File: src/rtl/axil_pkg.sv
// Shared types and helpers for the AXI4-Lite register file.
// Build option AXIL_REGFILE_SLVERR_EN selects SLVERR (instead of OKAY) for out-of-range accesses.
package axil_pkg;

   typedef enum logic [1:0] {
      OKAY   = 2'b00,
      EXOKAY = 2'b01,
      SLVERR = 2'b10,
      DECERR = 2'b11
   } axi_resp_t;

   localparam int MAX_DATA_W = 64;
   localparam int MAX_STRB_W = MAX_DATA_W / 8;

`ifdef AXIL_REGFILE_SLVERR_EN
   localparam axi_resp_t OOR_RESP = SLVERR;
`else
   localparam axi_resp_t OOR_RESP = OKAY;
`endif

   // Byte offset bits dropped from an address to form the word index.
   function automatic int addr_lsb(input int data_w);
      return $clog2(data_w / 8);
   endfunction

   // Narrower buses zero-extend into the 64-bit form and take the low bits back.
   function automatic logic [MAX_DATA_W-1:0] strb_merge(
      input logic [MAX_DATA_W-1:0] old_d,
      input logic [MAX_DATA_W-1:0] new_d,
      input logic [MAX_STRB_W-1:0] strb
   );
      logic [MAX_DATA_W-1:0] merged;
      merged = old_d;
      for (int k = 0; k < MAX_STRB_W; k++) begin
         if (strb[k]) merged[k*8 +: 8] = new_d[k*8 +: 8];
      end
      return merged;
   endfunction

endpackage

File: src/rtl/axil_regfile_if.sv
// AXI4-Lite bus bundle with master and slave views.
interface axil_regfile_if
   import axil_pkg::*;
#(
   parameter int DATA_W = 32,
   parameter int ADDR_W = 32
);
   logic [ADDR_W-1:0]   awaddr;
   logic [2:0]          awprot;
   logic                awvalid;
   logic                awready;
   logic [DATA_W-1:0]   wdata;
   logic [DATA_W/8-1:0] wstrb;
   logic                wvalid;
   logic                wready;
   axi_resp_t           bresp;
   logic                bvalid;
   logic                bready;
   logic [ADDR_W-1:0]   araddr;
   logic [2:0]          arprot;
   logic                arvalid;
   logic                arready;
   logic [DATA_W-1:0]   rdata;
   axi_resp_t           rresp;
   logic                rvalid;
   logic                rready;

   modport master (
      output awaddr, awprot, awvalid, input awready,
      output wdata, wstrb, wvalid, input wready,
      input bresp, bvalid, output bready,
      output araddr, arprot, arvalid, input arready,
      input rdata, rresp, rvalid, output rready
   );

   modport slave (
      input awaddr, awprot, awvalid, output awready,
      input wdata, wstrb, wvalid, output wready,
      output bresp, bvalid, input bready,
      input araddr, arprot, arvalid, output arready,
      output rdata, rresp, rvalid, input rready
   );
endinterface

File: src/rtl/axil_regfile_rd.sv
// Read channel of the register file: AR/R handshake, index decode and registered read mux.
// Out-of-range response code follows AXIL_REGFILE_SLVERR_EN through axil_pkg.
module axil_regfile_rd
   import axil_pkg::*;
#(
   parameter int DATA_W   = 32,
   parameter int ADDR_W   = 32,
   parameter int NUM_REGS = 4
) (
   input  logic                       aclk,
   input  logic                       areset,
   input  logic [ADDR_W-1:0]          araddr,
   input  logic                       arvalid,
   output logic                       arready,
   output logic [DATA_W-1:0]          rdata,
   output axi_resp_t                  rresp,
   output logic                       rvalid,
   input  logic                       rready,
   input  logic [NUM_REGS*DATA_W-1:0] reg_q
);
   localparam int ADDR_LSB = addr_lsb(DATA_W);

   logic              ar_fire;
   logic [ADDR_W-1:0] rd_word;
   logic              rd_in_range;
   logic [DATA_W-1:0] rd_mux;

   assign arready     = !areset && !rvalid;
   assign ar_fire     = arvalid && arready;
   assign rd_word     = araddr >> ADDR_LSB;
   assign rd_in_range = rd_word < ADDR_W'(NUM_REGS);

   // NOTE: rd_mux gets a default before the loop so no path leaves it unassigned (no latch).
   always_comb begin
      rd_mux = '0;
      for (int i = 0; i < NUM_REGS; i++) begin
         if (rd_word == ADDR_W'(i)) rd_mux = reg_q[i*DATA_W +: DATA_W];
      end
   end

   // reg_q is the registered state, so a same-edge write is seen only by later reads.
   always_ff @(posedge aclk) begin
      if (areset) begin
         rvalid <= 1'b0;
         rdata  <= '0;
         rresp  <= OKAY;
      end else if (ar_fire) begin
         rvalid <= 1'b1;
         rdata  <= rd_mux;
         rresp  <= rd_in_range ? OKAY : OOR_RESP;
      end else if (rvalid && rready) begin
         rvalid <= 1'b0;
      end
   end
endmodule

File: src/rtl/axil_regfile.sv
// AXI4-Lite slave register file: independent AW/W capture, byte strobes, per-register write pulse.
// Build option AXIL_REGFILE_SLVERR_EN: out-of-range accesses respond SLVERR instead of OKAY.
module axil_regfile
   import axil_pkg::*;
#(
   parameter int DATA_W   = 32,
   parameter int ADDR_W   = 32,
   parameter int NUM_REGS = 4
) (
   input  logic                       aclk,
   input  logic                       areset,
   axil_regfile_if.slave              s_axi,
   output logic [NUM_REGS*DATA_W-1:0] reg_q,
   output logic [NUM_REGS-1:0]        wr_pulse
);
   localparam int STRB_W   = DATA_W / 8;
   localparam int ADDR_LSB = addr_lsb(DATA_W);

   logic [DATA_W-1:0] regs [NUM_REGS];
   logic              aw_pend;
   logic              w_pend;
   logic              bvalid;
   axi_resp_t         bresp;
   logic [ADDR_W-1:0] aw_addr_q;
   logic [DATA_W-1:0] w_data_q;
   logic [STRB_W-1:0] w_strb_q;

   logic              aw_fire;
   logic              w_fire;
   logic              commit;
   logic [ADDR_W-1:0] wr_addr;
   logic [ADDR_W-1:0] wr_word;
   logic [DATA_W-1:0] wr_data;
   logic [STRB_W-1:0] wr_strb;
   logic              wr_in_range;
   logic              unused_prot;

   assign s_axi.awready = !areset && !aw_pend && !bvalid;
   assign s_axi.wready  = !areset && !w_pend && !bvalid;
   assign s_axi.bvalid  = bvalid;
   assign s_axi.bresp   = bresp;
   assign unused_prot   = ^{s_axi.awprot, s_axi.arprot};

   assign aw_fire = s_axi.awvalid && s_axi.awready;
   assign w_fire  = s_axi.wvalid && s_axi.wready;
   assign commit  = (aw_pend || aw_fire) && (w_pend || w_fire);

   // Buffered beat wins; otherwise the beat handshaking this cycle is used directly.
   assign wr_addr     = aw_pend ? aw_addr_q : s_axi.awaddr;
   assign wr_data     = w_pend ? w_data_q : s_axi.wdata;
   assign wr_strb     = w_pend ? w_strb_q : s_axi.wstrb;
   assign wr_word     = wr_addr >> ADDR_LSB;
   assign wr_in_range = wr_word < ADDR_W'(NUM_REGS);

   // NOTE: sequential state uses <= so every flop samples pre-edge values regardless of order.
   // NOTE: the registers are reset because downstream control logic consumes reg_q directly.
   always_ff @(posedge aclk) begin
      if (areset) begin
         aw_pend   <= 1'b0;
         w_pend    <= 1'b0;
         bvalid    <= 1'b0;
         bresp     <= OKAY;
         aw_addr_q <= '0;
         w_data_q  <= '0;
         w_strb_q  <= '0;
         wr_pulse  <= '0;
         for (int i = 0; i < NUM_REGS; i++) regs[i] <= '0;
      end else begin
         wr_pulse <= '0;
         if (commit) begin
            aw_pend <= 1'b0;
            w_pend  <= 1'b0;
            bvalid  <= 1'b1;
            bresp   <= wr_in_range ? OKAY : OOR_RESP;
            for (int i = 0; i < NUM_REGS; i++) begin
               if (wr_in_range && wr_word == ADDR_W'(i)) begin
                  regs[i]     <= DATA_W'(strb_merge(MAX_DATA_W'(regs[i]), MAX_DATA_W'(wr_data),
                                                    MAX_STRB_W'(wr_strb)));
                  wr_pulse[i] <= 1'b1;
               end
            end
         end else begin
            if (aw_fire) begin
               aw_pend   <= 1'b1;
               aw_addr_q <= s_axi.awaddr;
            end
            if (w_fire) begin
               w_pend   <= 1'b1;
               w_data_q <= s_axi.wdata;
               w_strb_q <= s_axi.wstrb;
            end
            if (bvalid && s_axi.bready) bvalid <= 1'b0;
         end
      end
   end

   for (genvar i = 0; i < NUM_REGS; i++) begin : g_flat
      assign reg_q[i*DATA_W +: DATA_W] = regs[i];
   end

   axil_regfile_rd #(
      .DATA_W   (DATA_W),
      .ADDR_W   (ADDR_W),
      .NUM_REGS (NUM_REGS)
   ) u_rd (
      .aclk    (aclk),
      .areset  (areset),
      .araddr  (s_axi.araddr),
      .arvalid (s_axi.arvalid),
      .arready (s_axi.arready),
      .rdata   (s_axi.rdata),
      .rresp   (s_axi.rresp),
      .rvalid  (s_axi.rvalid),
      .rready  (s_axi.rready),
      .reg_q   (reg_q)
   );
endmodule

File: src/flat_wrapper.sv
// flat-port wrapper written by rule: the top's interface ports become plain ports
module axil_regfile_flat import axil_pkg::*;
#(
   parameter int DATA_W   = 32,
   parameter int ADDR_W   = 32,
   parameter int NUM_REGS = 4
)
  (aclk, areset, reg_q, wr_pulse, s_axi_awaddr, s_axi_awprot, s_axi_awvalid, s_axi_awready, s_axi_wdata, s_axi_wstrb, s_axi_wvalid, s_axi_wready, s_axi_bresp, s_axi_bvalid, s_axi_bready, s_axi_araddr, s_axi_arprot, s_axi_arvalid, s_axi_arready, s_axi_rdata, s_axi_rresp, s_axi_rvalid, s_axi_rready);
  axil_regfile_if #(.DATA_W(DATA_W), .ADDR_W(ADDR_W)) s_axi_i ();
  input  logic aclk;
  input  logic areset;
  output logic [NUM_REGS*DATA_W-1:0] reg_q;
  output logic [NUM_REGS-1:0] wr_pulse;
  input wire logic [$bits(s_axi_i.awaddr)-1:0] s_axi_awaddr;
  input wire logic [$bits(s_axi_i.awprot)-1:0] s_axi_awprot;
  input wire logic [$bits(s_axi_i.awvalid)-1:0] s_axi_awvalid;
  output wire logic [$bits(s_axi_i.awready)-1:0] s_axi_awready;
  input wire logic [$bits(s_axi_i.wdata)-1:0] s_axi_wdata;
  input wire logic [$bits(s_axi_i.wstrb)-1:0] s_axi_wstrb;
  input wire logic [$bits(s_axi_i.wvalid)-1:0] s_axi_wvalid;
  output wire logic [$bits(s_axi_i.wready)-1:0] s_axi_wready;
  output wire logic [$bits(s_axi_i.bresp)-1:0] s_axi_bresp;
  output wire logic [$bits(s_axi_i.bvalid)-1:0] s_axi_bvalid;
  input wire logic [$bits(s_axi_i.bready)-1:0] s_axi_bready;
  input wire logic [$bits(s_axi_i.araddr)-1:0] s_axi_araddr;
  input wire logic [$bits(s_axi_i.arprot)-1:0] s_axi_arprot;
  input wire logic [$bits(s_axi_i.arvalid)-1:0] s_axi_arvalid;
  output wire logic [$bits(s_axi_i.arready)-1:0] s_axi_arready;
  output wire logic [$bits(s_axi_i.rdata)-1:0] s_axi_rdata;
  output wire logic [$bits(s_axi_i.rresp)-1:0] s_axi_rresp;
  output wire logic [$bits(s_axi_i.rvalid)-1:0] s_axi_rvalid;
  input wire logic [$bits(s_axi_i.rready)-1:0] s_axi_rready;
  assign s_axi_i.awaddr = s_axi_awaddr;
  assign s_axi_i.awprot = s_axi_awprot;
  assign s_axi_i.awvalid = s_axi_awvalid;
  assign s_axi_awready = s_axi_i.awready;
  assign s_axi_i.wdata = s_axi_wdata;
  assign s_axi_i.wstrb = s_axi_wstrb;
  assign s_axi_i.wvalid = s_axi_wvalid;
  assign s_axi_wready = s_axi_i.wready;
  assign s_axi_bresp = s_axi_i.bresp;
  assign s_axi_bvalid = s_axi_i.bvalid;
  assign s_axi_i.bready = s_axi_bready;
  assign s_axi_i.araddr = s_axi_araddr;
  assign s_axi_i.arprot = s_axi_arprot;
  assign s_axi_i.arvalid = s_axi_arvalid;
  assign s_axi_arready = s_axi_i.arready;
  assign s_axi_rdata = s_axi_i.rdata;
  assign s_axi_rresp = s_axi_i.rresp;
  assign s_axi_rvalid = s_axi_i.rvalid;
  assign s_axi_i.rready = s_axi_rready;
  axil_regfile #(.DATA_W(DATA_W), .ADDR_W(ADDR_W), .NUM_REGS(NUM_REGS)) u_core (.aclk(aclk), .areset(areset), .s_axi(s_axi_i), .reg_q(reg_q), .wr_pulse(wr_pulse));
endmodule
File: config.mk
export PLATFORM = sky130hd
export DESIGN_NAME = axil_regfile_flat
export DESIGN_NICKNAME = d
export VERILOG_FILES = /design/src/rtl/axil_pkg.sv /design/src/rtl/axil_regfile_if.sv /design/src/rtl/axil_regfile_rd.sv /design/src/rtl/axil_regfile.sv /design/src/flat_wrapper.sv
export SDC_FILE = /design/constraint.sdc
export NUM_CORES = 1
export LEC_CHECK = 0
export BUFFER_PORTS_ARGS = -buffer_cell sky130_fd_sc_hd__buf_2
export CAP_MARGIN = 30
export CORE_ASPECT_RATIO = 0.9
export CORE_MARGIN = 2
export CORE_UTILIZATION = 53
export DETAILED_ROUTE_END_ITERATION = 7
export MAX_ROUTING_LAYER = met4
export PLACE_DENSITY = 0.81
export SYNTH_ARGS = -nofsm -noshare
export SYNTH_HDL_FRONTEND = slang
export SYNTH_SLANG_ARGS = --single-unit
export TNS_END_PERCENT = 5
File: constraint.sdc
create_clock -name aclk -period 3.5 [get_ports aclk]
set_clock_uncertainty 0.1 [all_clocks]
set_input_delay 0.7 -clock aclk [delete_from_list [all_inputs] [get_ports aclk]]
set_output_delay 0.7 -clock aclk [all_outputs]
set_load 0.05 [all_outputs]
==> results.py <==
metrics = {
    "global_routing": {
        "antenna_found_initial": 5,
        "grt_max_degree": 74,
        "grt_pass1_wl_mm": 46.5,
        "grt-ovfl-total": 0,
        "track_usage_pct": 28.2,
        "grt_pass1_vias": 8510,
    },
    "flow_run": {
        "cap_violations": 0,
    },
    "synthesis": {
        "syn_area_sq_um": 10600,
        "syn_avg_cell_area_sq_um": 9.83,
        "yosysWarnings": 0,
        "async_flop_share_pct": 0,
        "synth_flop_cell": "edfxtp_1",
        "ys_ff_latch": 234,
        "synth-edff-count": 128,
        "ys_seq_area_share_pct": 56.3,
        "yosys.cell_types.count": 36,
        "syn-instance-count": 1079,
    },
    "clocking": {
        "clk_latency_ns": 0.51,
        "ctsLongestPathBuffers": 3,
        "worst_setup_hold_path_clk_slew_ns": 0.06,
        "cts_buffers": 25,
        "cts_sinks": 234,
        "h-tree-depth": 1,
        "post_cts_buffers": 0,
        "cts_hold_buf": 0,
        "post_cts_resized": 0,
        "cts_tree": "yes",
        "root_buffer": "clkbuf_16",
    },
    "sta": {
        "setup_ws_ns": 0.809,
        "setup_viol": 0,
        "hold_violations": 0,
        "relSlewSlack_pct": 52.8,
        "fin_tns_setup_ns": 0,
        "period_minus_slack_ns": 2.69,
        "max_freq_ghz": 0.372,
        "slew_viol_final": 0,
        "fin_crit_sh_pct": 76.9,
        "rsz0062_at_grt": "false",
        "tightest_slew_ns": 0.688,
    },
    "worst_setup_path": {
        "worstPathMaxFanout": 50,
        "slowest_delay_ns": 0.59,
        "path_class": "reg -> reg",
        "crit_family": "compound AO/OA/AOI/OAI gates",
        "crit_buf_inv": 1,
        "crit_chain": "nor4b_1, nand4_1, a211o_4, o41ai_2, buf_4",
        "worstPathArrival_ns": 2.81,
        "startpoint_type": "flip-flop",
        "cp-end-kind": "flip-flop",
        "slowest_stage": "a211o_4",
        "cp.required_ns": 3.62,
    },
    "power": {
        "seqPwrFrac_pct": 46.3,
        "p_per_area_nw_per_um2": 496,
        "leakage_nw": 5.27,
        "ir_drop_uv": 360,
        "p_comb_share_pct": 13.4,
        "clkPwrFrac_pct": 40.3,
        "swShare_pct": 26.7,
        "p_int_w": 0.00479,
        "p_switching_w": 0.00174,
        "total_power_w": 0.00653,
    },
    "cells_and_area": {
        "final_cells": 1598,
        "drive_gt1_share_pct": 32.8,
        "fillers": 1522,
        "nNetsFinal": 1433,
        "multi_input_area_sq_um": 4330,
        "area.growth.synth_to_final_pct": 24.2,
        "seqCellArea_sq_um": 5970,
    },
    "worst_hold_path": {
        "min_path_type": "in -> reg",
    },
    "floorplan": {
        "die_area_sq_um": 21200,
        "num_io_pins": 286,
        "die_w_um": 153,
        "core_sq_um": 19800,
        "start_util_pct": 53.5,
        "die_h_um": 138,
        "num_rows": 49,
    },
    "route": {
        "drc": 0,
        "routed_wl_mm": 30.3,
        "dr.pass1.iters": 7,
        "drt_iter0_drc": 981,
        "routedWlPerCell_um": 19.0,
        "vias_per_cell": 5.89,
        "vias": 9410,
        "ant_nets": 0,
    },
    "placement": {
        "numPlacedInstances": 1547,
        "post-dp-hpwl_mm": 21.8,
        "port_buffers": 271,
        "post-place-ws_ns": 0.424,
        "gp_congestion": 0.893,
    },
    "run_status": {
        "status": "completed",
    },
}
-- worst register-to-register path: cells and delay by family (launching register included) --
kind / cells / cell delay (ns)
AOI/OAI and AO/OA: 2 / 1.15
buffers and inverters: 1 / 0.25
DFF: 1 / 0.47
and+or+nand+nor: 2 / 0.44
-- layout by cell type (no fill, tap or decap), types with 4 or more instances in the layout --
| master | instances |
|---|---|
| nand3b_1 | 5 |
| buf_2 | 271 |
| o31ai_1 | 32 |
| nor3_1 | 137 |
| o211a_1 | 32 |
| diode_2 | 5 |
| nor2_1 | 6 |
| nand2_1 | 297 |
| conb_1 | 4 |
| clkinv_2 | 5 |
| mux2_2 | 64 |
| edfxtp_1 | 128 |
| o22ai_1 | 32 |
| clkbuf_16 | 26 |
| dfxtp_1 | 105 |
| nand4_1 | 5 |
| a21oi_1 | 66 |
| mux2i_1 | 4 |
| buf_4 | 43 |
| nor4_1 | 20 |
| o41ai_1 | 4 |
| o41ai_2 | 12 |
-- power groups by stage --
stage	clock network (W)	registers [W]	logic (W)
5_1_grt	0.00277	0.00303	0.000931
3_5_place_dp	0	0.00308	0.000858
2_1_floorplan	0	0.00326	0.000391
6_report	0.00263	0.00302	0.000877
3_3_place_gp	0	0.00308	0.000845
4_1_cts	0.00266	0.00302	0.000864
-- registers in the layout, indices dropped and copies added (netlist names) --
| signal | count |
|---|---|
| u_core.u_rd.rdata | 32 |
| u_core.regs | 128 |
| u_core.aw_pend | 1 |
| u_core.u_rd.rvalid | 1 |
| u_core.w_strb_q | 4 |
| u_core.wr_pulse | 4 |
| u_core.w_pend | 1 |
| u_core.aw_addr_q | 30 |
| u_core.s_axi.bvalid | 1 |
| u_core.w_data_q | 32 |
-- area by class of cell --
class	count	area share [%]
Clock inverter	13	0.932
Clock buffer	32	5.34
Antenna cell	5	0.0951
Inverter	1	0.0285
Multi-Input combinational cell	743	32.9
Tap cell	255	2.42
Sequential cell	234	45.3
Timing Repair Buffer	315	13.0
-- per-layer routing --
layer	share of wire, %	global-route usage (%)	vias to the layer above
met2	46	43.7	561
li1	-	-	4398
met1	40	38.7	4404
met3	11	5.89	47
met4	2.1	6.34	0
met5	0	-	-
-- stage by stage --
stage | util, % | hold WS (ns) | instance area [sq um]
after floorplan | - | 0.333 | 10600
after global placement | 62.1 | 0.338 | 12300
after detailed placement | 62.1 | 0.343 | 12300
after CTS | 66.3 | 0.257 | 13100
after global routing | 66.5 | 0.267 | 13200
final | 66.5 | 0.267 | 13200
-- Yosys cell counts, types with 3 or more instances --
| cell type | count | area [sq um] |
|---|---|---|
| nand3b_1 | 5 | 37.5 |
| o211a_1 | 32 | 320 |
| nor4_1 | 20 | 125 |
| buf_2 | 3 | 15.0 |
| buf_1 | 15 | 56.3 |
| nand2_1 | 297 | 1110 |
| a21oi_1 | 66 | 330 |
| nand4_1 | 5 | 31.3 |
| dfxtp_1 | 106 | 2120 |
| nor2_1 | 6 | 22.5 |
| edfxtp_1 | 128 | 3840 |
| nor3_1 | 137 | 686 |
| buf_6 | 3 | 33.8 |
| o41ai_1 | 16 | 140 |
| or3b_2 | 3 | 26.3 |
| buf_4 | 4 | 30.0 |
| mux2i_1 | 4 | 40.0 |
| mux2_2 | 65 | 732 |
| o22ai_1 | 32 | 200 |
| o31ai_1 | 33 | 248 |
| clkbuf_1 | 79 | 297 |
| and2_1 | 3 | 18.8 |
-- cells by family after synthesis --
group / synth area share (%)
compound gates: 12.0
buf+inv: 4.11
other cells: 0.0354
simple gates: 20.3
mux: 7.28
flops: 56.3
-- worst paths after layout --
kind	start	endpoint	slack (ns)	cells after the start
worst max-delay path	u_core.aw_pend$_SDFFE_PP0P_	u_core.regs[0][20]$_SDFFCE_PN0P_	0.81	5
worst min-delay path	s_axi_rready	u_core.u_rd.rvalid$_SDFFE_PP0P_	0.27	2
worst max register to register	u_core.aw_pend$_SDFFE_PP0P_	u_core.regs[0][20]$_SDFFCE_PN0P_	0.81	5
worst min register to register	u_core.w_data_q[13]$_SDFFE_PP0P_	u_core.w_data_q[13]$_SDFFE_PP0P_	0.35	2
(Power assumes the default switching activity.)
